==> config.mk <==
export PLATFORM = sky130hd
export DESIGN_NAME = div_issue_ctrl_flat
export DESIGN_NICKNAME = d
export VERILOG_FILES = /design/src/rtl/div_issue_ctrl_if.sv /design/src/rtl/div_issue_ctrl.sv /design/src/flat_wrapper.sv
export SDC_FILE = /design/constraint.sdc
export NUM_CORES = 1
export LEC_CHECK = 0
export CAP_MARGIN = 10
export CORE_UTILIZATION = 53
export CTS_CLUSTER_SIZE = 40
export DETAILED_ROUTE_END_ITERATION = 10
export GPL_TIMING_DRIVEN = 1
export HOLD_SLACK_MARGIN = 0.05
export PLACE_DENSITY = 0.76
export SLEW_MARGIN = 20
export SYNTH_ARGS = -nofsm -noshare
export SYNTH_HDL_FRONTEND = slang
export SYNTH_SLANG_ARGS = --single-unit
==> constraint.sdc <==
create_clock -name clk -period 6.83 [get_ports clk]
set_clock_uncertainty 0.2 [all_clocks]
set_input_delay 1.366 -clock clk [delete_from_list [all_inputs] [get_ports clk]]
set_output_delay 1.366 -clock clk [all_outputs]
set_load 0.02 [all_outputs]
==> src/rtl/div_issue_ctrl_if.sv <==
// Operand and result handshake bundle for div_issue_ctrl.
// master drives operands and consumes results; slave is the controller.
interface div_issue_ctrl_if;
  logic       in_valid;
  logic       in_ready;
  logic [3:0] in_x;
  logic [3:0] in_y;
  logic       out_valid;
  logic       out_ready;
  logic [3:0] out_q;
  logic [4:0] out_r;
  logic       out_dz;

  modport master (
    output in_valid, in_x, in_y, out_ready,
    input  in_ready, out_valid, out_q, out_r, out_dz
  );

  modport slave (
    input  in_valid, in_x, in_y, out_ready,
    output in_ready, out_valid, out_q, out_r, out_dz
  );
endinterface

==> src/rtl/div_issue_ctrl.sv <==
// Issue/collect stage around a combinational 4-bit divider.
// Queues operand pairs, holds them on the divider, captures Q/R.
module div_issue_ctrl #(
  parameter int DEPTH         = 4,
  parameter int SETTLE_CYCLES = 2
) (
  input  logic             clk,
  input  logic             rst,
  div_issue_ctrl_if.slave  bus,
  output logic [3:0]       div_x,
  output logic [3:0]       div_y,
  input  logic [3:0]       div_q,
  input  logic [4:0]       div_r,
  output logic             busy
);
  localparam int AW = $clog2(DEPTH);
  localparam int CW = AW + 1;
  localparam int SW = $clog2(SETTLE_CYCLES + 1);

  typedef enum logic [1:0] {
    IDLE, SETTLE, DONE
  } state_t;

  state_t        state;
  logic [3:0]    mem_x [DEPTH];
  logic [3:0]    mem_y [DEPTH];
  logic [AW-1:0] wr_ptr;
  logic [AW-1:0] rd_ptr;
  logic [CW-1:0] count;
  logic [SW-1:0] cnt;
  logic          out_valid;
  logic [3:0]    out_q;
  logic [4:0]    out_r;
  logic          out_dz;
  logic          push;
  logic          pop;
  logic [3:0]    head_x;
  logic [3:0]    head_y;

  // No pass-through when full: ready looks only at the registered count.
  assign bus.in_ready  = (count != CW'(DEPTH));
  assign bus.out_valid = out_valid;
  assign bus.out_q     = out_q;
  assign bus.out_r     = out_r;
  assign bus.out_dz    = out_dz;

  assign push   = bus.in_valid && bus.in_ready;
  assign pop    = (state == IDLE) && (count != '0);
  assign head_x = mem_x[rd_ptr];
  assign head_y = mem_y[rd_ptr];
  assign busy   = (state != IDLE) || (count != '0);

  always_ff @(posedge clk) begin
    if (push) begin
      mem_x[wr_ptr] <= bus.in_x;
      mem_y[wr_ptr] <= bus.in_y;
    end
  end

  always_ff @(posedge clk) begin
    if (rst) begin
      wr_ptr    <= '0;
      rd_ptr    <= '0;
      count     <= '0;
      state     <= IDLE;
      cnt       <= '0;
      out_valid <= 1'b0;
      out_q     <= '0;
      out_r     <= '0;
      out_dz    <= 1'b0;
      div_x     <= '0;
      div_y     <= '0;
    end else begin
      if (push) wr_ptr <= wr_ptr + AW'(1);
      if (pop)  rd_ptr <= rd_ptr + AW'(1);
      if (push && !pop)      count <= count + CW'(1);
      else if (pop && !push) count <= count - CW'(1);

      unique case (state)
        IDLE: begin
          if (count != '0) begin
            if (head_y == 4'd0) begin
              // Trapped locally; the divider never sees a zero divisor.
              out_q     <= 4'hF;
              out_r     <= {1'b0, head_x};
              out_dz    <= 1'b1;
              out_valid <= 1'b1;
              state     <= DONE;
            end else begin
              div_x <= head_x;
              div_y <= head_y;
              cnt   <= SW'(SETTLE_CYCLES - 1);
              state <= SETTLE;
            end
          end
        end
        SETTLE: begin
          if (cnt == '0) begin
            out_q     <= div_q;
            out_r     <= div_r;
            out_dz    <= 1'b0;
            out_valid <= 1'b1;
            state     <= DONE;
          end else begin
            cnt <= cnt - SW'(1);
          end
        end
        DONE: begin
          if (bus.out_ready) begin
            out_valid <= 1'b0;
            state     <= IDLE;
          end
        end
        default: state <= IDLE;
      endcase
    end
  end
endmodule

==> src/flat_wrapper.sv <==
// flat-port wrapper written by rule: the top's interface ports become plain ports
module div_issue_ctrl_flat 
#(
  parameter int DEPTH         = 4,
  parameter int SETTLE_CYCLES = 2
)
  (clk, rst, div_x, div_y, div_q, div_r, busy, bus_in_valid, bus_in_x, bus_in_y, bus_out_ready, bus_in_ready, bus_out_valid, bus_out_q, bus_out_r, bus_out_dz);
  div_issue_ctrl_if bus_i ();
  input  logic clk;
  input  logic rst;
  output logic [3:0] div_x;
  output logic [3:0] div_y;
  input  logic [3:0] div_q;
  input  logic [4:0] div_r;
  output logic busy;
  input wire logic [$bits(bus_i.in_valid)-1:0] bus_in_valid;
  input wire logic [$bits(bus_i.in_x)-1:0] bus_in_x;
  input wire logic [$bits(bus_i.in_y)-1:0] bus_in_y;
  input wire logic [$bits(bus_i.out_ready)-1:0] bus_out_ready;
  output wire logic [$bits(bus_i.in_ready)-1:0] bus_in_ready;
  output wire logic [$bits(bus_i.out_valid)-1:0] bus_out_valid;
  output wire logic [$bits(bus_i.out_q)-1:0] bus_out_q;
  output wire logic [$bits(bus_i.out_r)-1:0] bus_out_r;
  output wire logic [$bits(bus_i.out_dz)-1:0] bus_out_dz;
  assign bus_i.in_valid = bus_in_valid;
  assign bus_i.in_x = bus_in_x;
  assign bus_i.in_y = bus_in_y;
  assign bus_i.out_ready = bus_out_ready;
  assign bus_in_ready = bus_i.in_ready;
  assign bus_out_valid = bus_i.out_valid;
  assign bus_out_q = bus_i.out_q;
  assign bus_out_r = bus_i.out_r;
  assign bus_out_dz = bus_i.out_dz;
  div_issue_ctrl #(.DEPTH(DEPTH), .SETTLE_CYCLES(SETTLE_CYCLES)) u_core (.clk(clk), .rst(rst), .bus(bus_i), .div_x(div_x), .div_y(div_y), .div_q(div_q), .div_r(div_r), .busy(busy));
endmodule
==> impl_metrics.json, run 1 <==
{
  "ir_worst_vdd_mv": 0.225,
  "routed_wirelength_mm": 4.89,
  "crit_fanout": 7,
  "fin_nets": 278,
  "grt_pass1_vias": 1607,
  "dp_slack_ns": 2.96,
  "wire_per_inst_um": 15.2,
  "synth.ff_latch_count": 64,
  "fp.dieH_um": 72.6,
  "tritoncts": "built",
  "tns_ns": 0,
  "cts_root_buf": "clkbuf_8",
  "syn_inst": 209,
  "min_path_cells": 2,
  "slew_violations": 0,
  "num_vias": 1753,
  "final_area_um2": 3340,
  "arrival_ns": 3.55,
  "grt_pass1_wl_mm": 7.80,
  "cts.sinks": 64,
  "cts_hold_buffers": 0,
  "post_cts_resized": 0,
  "relSlewSlack": 0.519,
  "clk_pin_slew_worst_paths_ns": 0.07,
  "die_w_um": 72.6,
  "cp_slowest_stage_delay_ns": 0.45,
  "ys_seq_area_frac": 0.605,
  "ioPinCount": 42,
  "p_seq_frac": 0.359,
  "yosys_warnings": 0,
  "setup_viol": 0,
  "p_int_w": 0.00102,
  "period_share": 0.510,
  "hold_class": "reg2reg",
  "outcome": "complete, no violations",
  "core_area_um2": 4750,
  "antenna_found_initial": 0,
  "avgSynthCellArea_um2": 12.7,
  "crit_type": "in2reg",
  "cts_setup_buffers": 0,
  "final-hold-violation-count": 0,
  "start_kind": "primary input",
  "drive_above_1_share": 0.118,
  "place_hpwl_mm": 3.31,
  "n_antenna_cell": 0,
  "clock.fmax_mhz": 287,
  "worstPathCellList": "clkdlybuf4s50_1, a21boi_1, ha_1, inv_1, fa_1, xor2_1, or3_1, a21oi_1",
  "rsz0062_at_grt": "no",
  "io_buffers": 41,
  "dp_cells": 306,
  "vias_per_cell": 5.44,
  "syn-cell-area_um2": 2650,
  "start_util": 0.556,
  "critPathRequiredTime_ns": 6.89,
  "r2r_cells": 9,
  "cts.path.max_buffers": 2,
  "cap_violations": 0,
  "post-route-min-period_ns": 3.49,
  "overflow": 0,
  "p_comb_frac": 0.392,
  "clkPwrFrac": 0.248,
  "leakage_nw": 1.18,
  "synth_cell_types": 39,
  "place.gp.congestion": 0.749,
  "ant_nets": 0,
  "end_kind": "register",
  "drc": 0,
  "cts.htree.levels": 3,
  "cp_slowest_cell": "clkdlybuf4s50_1",
  "grt_max_degree": 32,
  "syn_to_final_growth_pct": 26.3,
  "mostFrequentLayoutCell": "clkdlybuf4s50_1",
  "synth_nets": 237,
  "die-area_um2": 5280,
  "p_sw_w": 0.000560,
  "placed_cell_area_um2": 3090,
  "worst_pin_slew_ns": 0.716,
  "first_pass_iters": 4,
  "drt_first_iter_violations": 125,
  "fin_ws_ns": 3.34,
  "numCtsBuffers": 9,
  "finalNonFillerCells": 322,
  "layout_common_cells": "clkdlybuf4s50_1, dfxtp_1, edfxtp_1, a21oi_1, nor2_1",
  "placementRows": 25,
  "hold_slack_ns": 0.283,
  "track_usage": 0.204,
  "powerDensity_nw_per_um2": 472,
  "switching_share": 0.355,
  "clk_latency_ns": 0.33
}
-- cell usage after synthesis --
cell type   n  share of area
xnor2_1     2         0.0066
fa_1        1         0.0076
nand2b_1    1         0.0024
a211oi_1    6          0.017
clkbuf_1    9          0.013
o31ai_1     1         0.0028
a221oi_1    1         0.0033
a211o_1     2         0.0066
nor4_1      2         0.0047
edfxtp_1   32           0.36
or2_0       1         0.0024
a21oi_1    20          0.038
a22oi_1     1         0.0028
o21ai_1     9          0.017
nor2_1     16          0.023
buf_2       1         0.0019
o21ai_0     1         0.0019
inv_1       8          0.011
or3_1       3         0.0071
nor4_2      1         0.0047
mux4_2      8          0.068
nand3_1     2         0.0038
a21boi_1    1         0.0028
nor3_1      8          0.015
nor2b_1     2         0.0047
mux2i_1     6          0.023
or2_2       1         0.0024
ha_1        6          0.028
nand3b_1    5          0.014
xor2_1      3         0.0099
and2_1      4         0.0095
nor3_2      1         0.0038
o41a_1      1         0.0043
nand4b_1    1         0.0033
a311oi_1    1         0.0033
dfxtp_1    32           0.24
nand2_1     7         0.0099
buf_6       1         0.0043
o41ai_4     1          0.010
-- flip-flops by register name, summed over array words and instances (netlist names), named ones only --
signal / flops
u_core.div_y: 4
u_core.mem_x: 16
u_core.cnt: 2
u_core.rd_ptr: 2
u_core.bus.out_dz: 1
u_core.state: 2
u_core.div_x: 4
u_core.count: 3
u_core.bus.out_q: 4
u_core.bus.out_r: 5
u_core.wr_ptr: 2
u_core.bus.out_valid: 1
u_core.mem_y: 16
-- path summary, 6_finish.rpt --
kind                                startpoint                           end  slack [ns]
hold reg to reg   u_core.div_y[3]$_SDFFE_PP0P_  u_core.div_y[3]$_SDFFE_PP0P_        0.28
setup reg to reg  u_core.count[0]$_SDFFE_PP0P_  u_core.count[2]$_SDFFE_PP0P_        3.95
hold / removal    u_core.div_y[3]$_SDFFE_PP0P_  u_core.div_y[3]$_SDFFE_PP0P_        0.28
setup / recovery                  bus_in_valid  u_core.count[2]$_SDFFE_PP0P_        3.34
-- power groups by stage --
stage,combinational (W),sequential [W],clock [W]
detailed placement,0.000612,0.000576,0
finish,0.000619,0.000567,0.000392
CTS,0.000615,0.000568,0.000397
floorplan,0.000386,0.000604,0
global placement,0.000598,0.000574,0
global route,0.000673,0.000582,0.000418
-- critical path: cells and delay by family --
| family | cells | cell delay (ns) |
|---|---|---|
| adders and majority gates | 2 | 0.64 |
| AOI/OAI and AO/OA | 2 | 0.55 |
| xor gates and xnor gates | 1 | 0.17 |
| buffers and inverters | 2 | 0.51 |
| and+or+nand+nor | 1 | 0.30 |
-- through the flow --
stage | power, W | utilization
3_5_place_dp | 0.00119 | 0.650
3_3_place_gp | 0.00117 | 0.650
2_1_floorplan | 0.000990 | -
4_1_cts | 0.00158 | 0.701
6_report | 0.00158 | 0.703
5_1_grt | 0.00167 | 0.703
-- layout make-up --
type,instances,area (um2)
Tap cell,67,83.8
Clock inverter,7,120
Multi-Input combinational cell,126,977
Clock buffer,9,124
Inverter,8,30.0
Sequential cell,64,1600
Fill cell,369,1410
Timing Repair Buffer,41,405
-- metal layers --
metal  track usage  part of all wire
met1         0.263              0.46
met2         0.325              0.49
met5             0                 0
met4        0.0719             0.010
met3        0.0663             0.038
-- kinds of logic after synthesis --
family	count (synthesis)	share of synthesized area
buf+inv	19	0.0303
simple gates	55	0.111
flops	64	0.605
compound gates	45	0.110
mux	14	0.0908
xor+xnor	5	0.0166
fa+ha+maj	7	0.0360
(Power assumes the default switching activity.)
==> run 2: changes to the inputs <==
==> constraint.sdc (replaced) <==
create_clock -name clk -period 3.49 [get_ports clk]
set_clock_uncertainty 0.2 [all_clocks]
set_input_delay 0.698 -clock clk [delete_from_list [all_inputs] [get_ports clk]]
set_output_delay 0.698 -clock clk [all_outputs]
set_load 0.02 [all_outputs]
==> run 2 against run 1 <==
Net effect: clock power is 53% higher; final area shrank 1.0%; sequential power up 96%; register-to-register slack worse by 3.2 ns; global-route usage rose by 0.52 points; sequential cell count did not move; critical path depth fell by 5.
==> impl_metrics.json, run 2 (same netlist as run 1, synthesis figures left out) <==
{
  "die-area_um2": 5280,
  "cts_setup_buffers": 0,
  "final_area_um2": 3310,
  "outcome": "complete, no violations",
  "io_buffers": 41,
  "layout_common_cells": "clkdlybuf4s50_1, dfxtp_1, edfxtp_1, a21oi_1, nor2_1",
  "final-hold-violation-count": 0,
  "fp.dieH_um": 72.6,
  "place.gp.congestion": 0.720,
  "grt_pass1_vias": 1684,
  "routed_wirelength_mm": 4.82,
  "rrSetupSlack_ns": 0.75,
  "place_hpwl_mm": 3.36,
  "cts.htree.levels": 3,
  "r2r_cells": 10,
  "critPathRequiredTime_ns": 2.59,
  "wire_per_inst_um": 14.8,
  "post-route-min-period_ns": 2.77,
  "drive_above_1_share": 0.116,
  "ir_worst_vdd_mv": 0.396,
  "arrival_ns": 1.87,
  "grt_max_degree": 24,
  "cts.path.max_buffers": 2,
  "cts_hold_buffers": 0,
  "drc": 0,
  "rsz0062_at_grt": "no",
  "post_cts_resized": 0,
  "clk_latency_ns": 0.33,
  "clk_pin_slew_worst_paths_ns": 0.07,
  "numCtsBuffers": 9,
  "cts_root_buf": "clkbuf_8",
  "slew_violations": 0,
  "overflow": 0,
  "hold_class": "reg2reg",
  "vias_per_cell": 5.36,
  "track_usage": 0.209,
  "start_kind": "register",
  "num_vias": 1747,
  "leakage_nw": 1.17,
  "worst_r2r_endpoint": "u_core.count[2]$_SDFFE_PP0P_",
  "tns_ns": 0,
  "cts.sinks": 64,
  "reg2reg_from": "u_core.count[0]$_SDFFE_PP0P_",
  "fill_cells": 356,
  "powerDensity_nw_per_um2": 884,
  "start_util": 0.556,
  "mostFrequentLayoutCell": "clkdlybuf4s50_1",
  "setup_viol": 0,
  "end_kind": "output port",
  "drt_first_iter_violations": 103,
  "ant_nets": 0,
  "min_path_cells": 2,
  "syn_to_final_growth_pct": 25.0,
  "relSlewSlack": 0.442,
  "fin_nets": 282,
  "grt_pass1_wl_mm": 7.90,
  "core_area_um2": 4750,
  "cap_violations": 0,
  "placed_cell_area_um2": 3120,
  "antenna_found_initial": 0,
  "clock.fmax_mhz": 361,
  "crit_type": "reg2out",
  "period_share": 0.794,
  "hold_slack_ns": 0.278,
  "reg_top3": "u_core.mem_x x16, u_core.mem_y x16, u_core.bus.out_r x5",
  "hold_start": "u_core.cnt[0]$_SDFFE_PP0P_",
  "n_antenna_cell": 0,
  "first_pass_iters": 4,
  "tritoncts": "built",
  "die_w_um": 72.6,
  "crit_fanout": 12,
  "hold_end": "u_core.cnt[0]$_SDFFE_PP0P_",
  "placementRows": 25,
  "worst_pin_slew_ns": 0.835,
  "ioPinCount": 42
}
run 2: through the flow:
stage / std cells / total power (W) / util / setup WS [ns]
floorplan: 209 / 0.00194 / - / 0.918
global placement: 310 / 0.00232 / 0.656 / 0.651
detailed placement: 310 / 0.00235 / 0.656 / 0.575
CTS: 326 / 0.00295 / 0.696 / 0.690
global route: 326 / 0.00312 / 0.696 / 0.562
finish: 326 / 0.00292 / 0.696 / 0.720
run 2: final cells by class:
class / count / area [um2] / share of cell area
Tap cell: 67 / 83.8 / 0.0253
Multi-Input combinational cell: 126 / 963 / 0.291
Clock buffer: 10 / 128 / 0.0386
Sequential cell: 64 / 1600 / 0.484
Inverter: 8 / 30.0 / 0.00908
Timing Repair Buffer: 45 / 440 / 0.133
Clock inverter: 6 / 60.1 / 0.0182
run 2: power breakdown:
group	internal, W	switching, W	total, W	leakage, nW
sequential	0.000974	0.000140	0.00111	0.556
combinational	0.000560	0.000653	0.00121	0.525
clock	0.000326	0.000272	0.000598	0.0937
run 2: worst max path at each step:
stage                                             from                            to  slack [ns]  cells after the start
after CTS                 u_core.state[1]$_SDFFE_PP0P_                          busy        0.69                      3
after floorplan                           bus_in_valid  u_core.count[2]$_SDFFE_PP0P_        0.92                      7
after global placement                    bus_in_valid  u_core.count[2]$_SDFFE_PP0P_        0.65                      8
after detailed placement                  bus_in_valid  u_core.count[2]$_SDFFE_PP0P_        0.57                      8
after global routing      u_core.count[0]$_SDFFE_PP0P_  u_core.count[2]$_SDFFE_PP0P_        0.56                     10
final                     u_core.state[1]$_SDFFE_PP0P_                          busy        0.72                      3
run 2: critical path, stage by stage (launching register included):
cell	delay, ns
dfxtp_1	0.42
nor2_1	0.45
nand2_1	0.11
clkdlybuf4s50_1	0.56
run 2: layer usage:
layer	global-route usage	up-vias	part of all wire
li1	-	870	-
met1	0.268	829	0.47
met2	0.325	39	0.48
met3	0.0594	9	0.038
met4	0.109	0	0.017
met5	0	-	0
==> run 3: changes to the inputs <==
--- a/config.mk
+++ b/config.mk
@@ -6,12 +6,12 @@
 export NUM_CORES = 1
 export LEC_CHECK = 0
 export CAP_MARGIN = 10
-export CORE_UTILIZATION = 53
+export CORE_UTILIZATION = 48
 export CTS_CLUSTER_SIZE = 40
 export DETAILED_ROUTE_END_ITERATION = 10
 export GPL_TIMING_DRIVEN = 1
 export HOLD_SLACK_MARGIN = 0.05
-export PLACE_DENSITY = 0.76
+export PLACE_DENSITY = 0.73
 export SLEW_MARGIN = 20
 export SYNTH_ARGS = -nofsm -noshare
 export SYNTH_HDL_FRONTEND = slang
==> constraint.sdc (replaced) <==
create_clock -name clk -period 2.5 [get_ports clk]
set_clock_uncertainty 0.2 [all_clocks]
set_input_delay 0.5 -clock clk [delete_from_list [all_inputs] [get_ports clk]]
set_output_delay 0.5 -clock clk [all_outputs]
set_load 0.02 [all_outputs]
==> run 3 against run 2 <==
Net effect: first-iteration DRC count fell by 32%; sequential share of layout area down 1.4 points; sequential cell count is the same; utilization shrank 4.1 points; setup slack got worse by 0.59 ns; clock power is 37% higher; die area up 10%; register-to-register slack worse by 0.62 ns; routed wire length increased by 3.8%; critical path depth is 1 higher; critical path type is now reg2reg; cell count increased by 4.9%; highest routed layer unchanged; final area increased by 3.0%.
==> impl_metrics.json, run 3 (same netlist as run 1, synthesis figures left out) <==
{
  "outcome": "complete, no violations",
  "fp.dieH_um": 76.2,
  "worst_r2r_endpoint": "u_core.bus.out_r[1]$_SDFFE_PP0P_",
  "p_int_w": 0.00269,
  "cts_root_buf": "clkbuf_8",
  "start_kind": "register",
  "cts.sinks": 64,
  "place_hpwl_mm": 3.41,
  "arrival_ns": 2.37,
  "leakage_nw": 1.24,
  "tns_ns": 0,
  "wire_per_inst_um": 14.6,
  "slew_violations": 0,
  "worst_pin_slew_ns": 0.628,
  "fill_cells": 410,
  "n_antenna_cell": 0,
  "period_share": 0.947,
  "core_area_um2": 5200,
  "clk_pin_slew_worst_paths_ns": 0.06,
  "r2r_cells": 4,
  "start_util": 0.508,
  "p_comb_frac": 0.444,
  "grt_pass1_vias": 1754,
  "grt_pass1_wl_mm": 8.53,
  "hold_end": "u_core.cnt[0]$_SDFFE_PP0P_",
  "rrSetupSlack_ns": 0.13,
  "routed_wirelength_mm": 5.01,
  "first_pass_iters": 4,
  "tritoncts": "built",
  "vias_per_cell": 5.28,
  "busiest_layer": "met2",
  "powerDensity_nw_per_um2": 1230,
  "io_buffers": 41,
  "num_vias": 1806,
  "end_kind": "register",
  "grt_util_met3": 0.0683,
  "fin_nets": 295,
  "clock.fmax_mhz": 422,
  "syn_to_final_growth_pct": 28.7,
  "cts_hold_buffers": 0,
  "reg_top3": "u_core.mem_x x16, u_core.mem_y x16, u_core.bus.out_r x5",
  "cts.htree.levels": 3,
  "ant_nets": 0,
  "relSlewSlack": 0.577,
  "die-area_um2": 5810,
  "drive_above_1_share": 0.154,
  "post-route-min-period_ns": 2.37,
  "use_met2": 0.309,
  "overflow": 0,
  "grt_max_degree": 32,
  "hold_class": "reg2reg",
  "grt_use_met1": 0.242,
  "place.gp.congestion": 0.778,
  "critPathRequiredTime_ns": 2.50,
  "p_sw_w": 0.00151,
  "drc": 0,
  "cts_setup_buffers": 0,
  "crit_type": "reg2reg",
  "power.total_w": 0.00420,
  "clkPwrFrac": 0.195,
  "numCtsBuffers": 9,
  "clk_latency_ns": 0.33,
  "die_w_um": 76.2,
  "rsz0062_at_grt": "no",
  "placementRows": 26,
  "switching_share": 0.360,
  "cap_violations": 0,
  "drt_first_iter_violations": 70,
  "final-hold-violation-count": 0,
  "mostFrequentLayoutCell": "clkdlybuf4s50_1",
  "min_path_cells": 2,
  "ioPinCount": 42,
  "cts.path.max_buffers": 2,
  "setup_viol": 0,
  "crit_fanout": 5,
  "antenna_found_initial": 0,
  "p_seq_frac": 0.361,
  "track_usage": 0.194,
  "layout_common_cells": "clkdlybuf4s50_1, dfxtp_1, edfxtp_1, a21oi_1, buf_4",
  "hold_start": "u_core.cnt[0]$_SDFFE_PP0P_",
  "ir_worst_vdd_mv": 0.562
}
[run 3: cell types whose count changed in the layout (fill, tap and decap cells not counted)]
cell | before | now
nor3_1 | 8 | 7
clkinvlp_4 | 1 | 0
clkbuf_1 | 1 | 2
nor3_2 | 1 | 2
buf_4 | 4 | 17
clkinv_1 | 1 | 2
clkinv_4 | 1 | 0
[run 3: worst max-delay path: stages (launching register included)]
cell and delay, ns:
dfxtp_1 0.50, mux4_2 0.63, o41a_1 0.50, nor2_1 0.29
a211oi_1 0.13
[run 3: timing repair]
action,in CTS,in global routing
endpoints found under the setup margin,0,1
gates resized for setup,0,1
hold endpoints to repair,0,0
[run 3: final cells by class]
type / instances / area (um2) / share of cell area
Tap cell: 70 / 87.6 / 0.0257
Multi-Input combinational cell: 126 / 968 / 0.284
Clock inverter: 5 / 47.5 / 0.0140
Inverter: 8 / 30.0 / 0.00882
Sequential cell: 64 / 1600 / 0.470
Timing Repair Buffer: 58 / 538 / 0.158
Clock buffer: 11 / 131 / 0.0386
[run 3: power by group through the flow]
stage | Sequential [W] | Clock (W) | Combinational (W)
4_1_cts | 0.00152 | 0.000837 | 0.00187
6_report | 0.00152 | 0.000820 | 0.00186
3_3_place_gp | 0.00153 | 0 | 0.00183
3_5_place_dp | 0.00154 | 0 | 0.00186
2_1_floorplan | 0.00165 | 0 | 0.00105
5_1_grt | 0.00155 | 0.000896 | 0.00203
[run 3: per-stage QoR]
stage / hold WS, ns / instance area [um2] / worst slack, ns / instances / util
floorplan: 0.244 / 2650 / 0.106 / 209 / -
global placement: 0.257 / 3220 / -0.0969 / 326 / 0.619
detailed placement: 0.270 / 3220 / -0.174 / 326 / 0.619
CTS: 0.279 / 3400 / 0.130 / 342 / 0.653
global route: 0.311 / 3400 / 0.0301 / 342 / 0.654
finish: 0.280 / 3400 / 0.132 / 342 / 0.654
[run 3: metal layers]
layer / vias to the layer above / part of all wire / wire length, um
met2: 49 / 0.48 / 2390
li1: 892 / - / -
met4: 0 / 0.016 / 82
met1: 854 / 0.45 / 2240
met3: 11 / 0.057 / 285
met5: - / 0 / 0
[run 3: how the worst max path moves through the flow]
stage | endpoint | cells past startpoint | slack (ns) | start
detailed placement | u_core.count[2]$_SDFFE_PP0P_ | 8 | -0.17 | bus_in_valid
floorplan | u_core.count[2]$_SDFFE_PP0P_ | 8 | 0.11 | u_core.count[0]$_SDFFE_PP0P_
global placement | u_core.count[2]$_SDFFE_PP0P_ | 8 | -0.1 | bus_in_valid
finish | u_core.bus.out_r[1]$_SDFFE_PP0P_ | 4 | 0.13 | register
global route | u_core.bus.out_r[1]$_SDFFE_PP0P_ | 4 | 0.03 | register
CTS | u_core.bus.out_r[1]$_SDFFE_PP0P_ | 4 | 0.13 | register
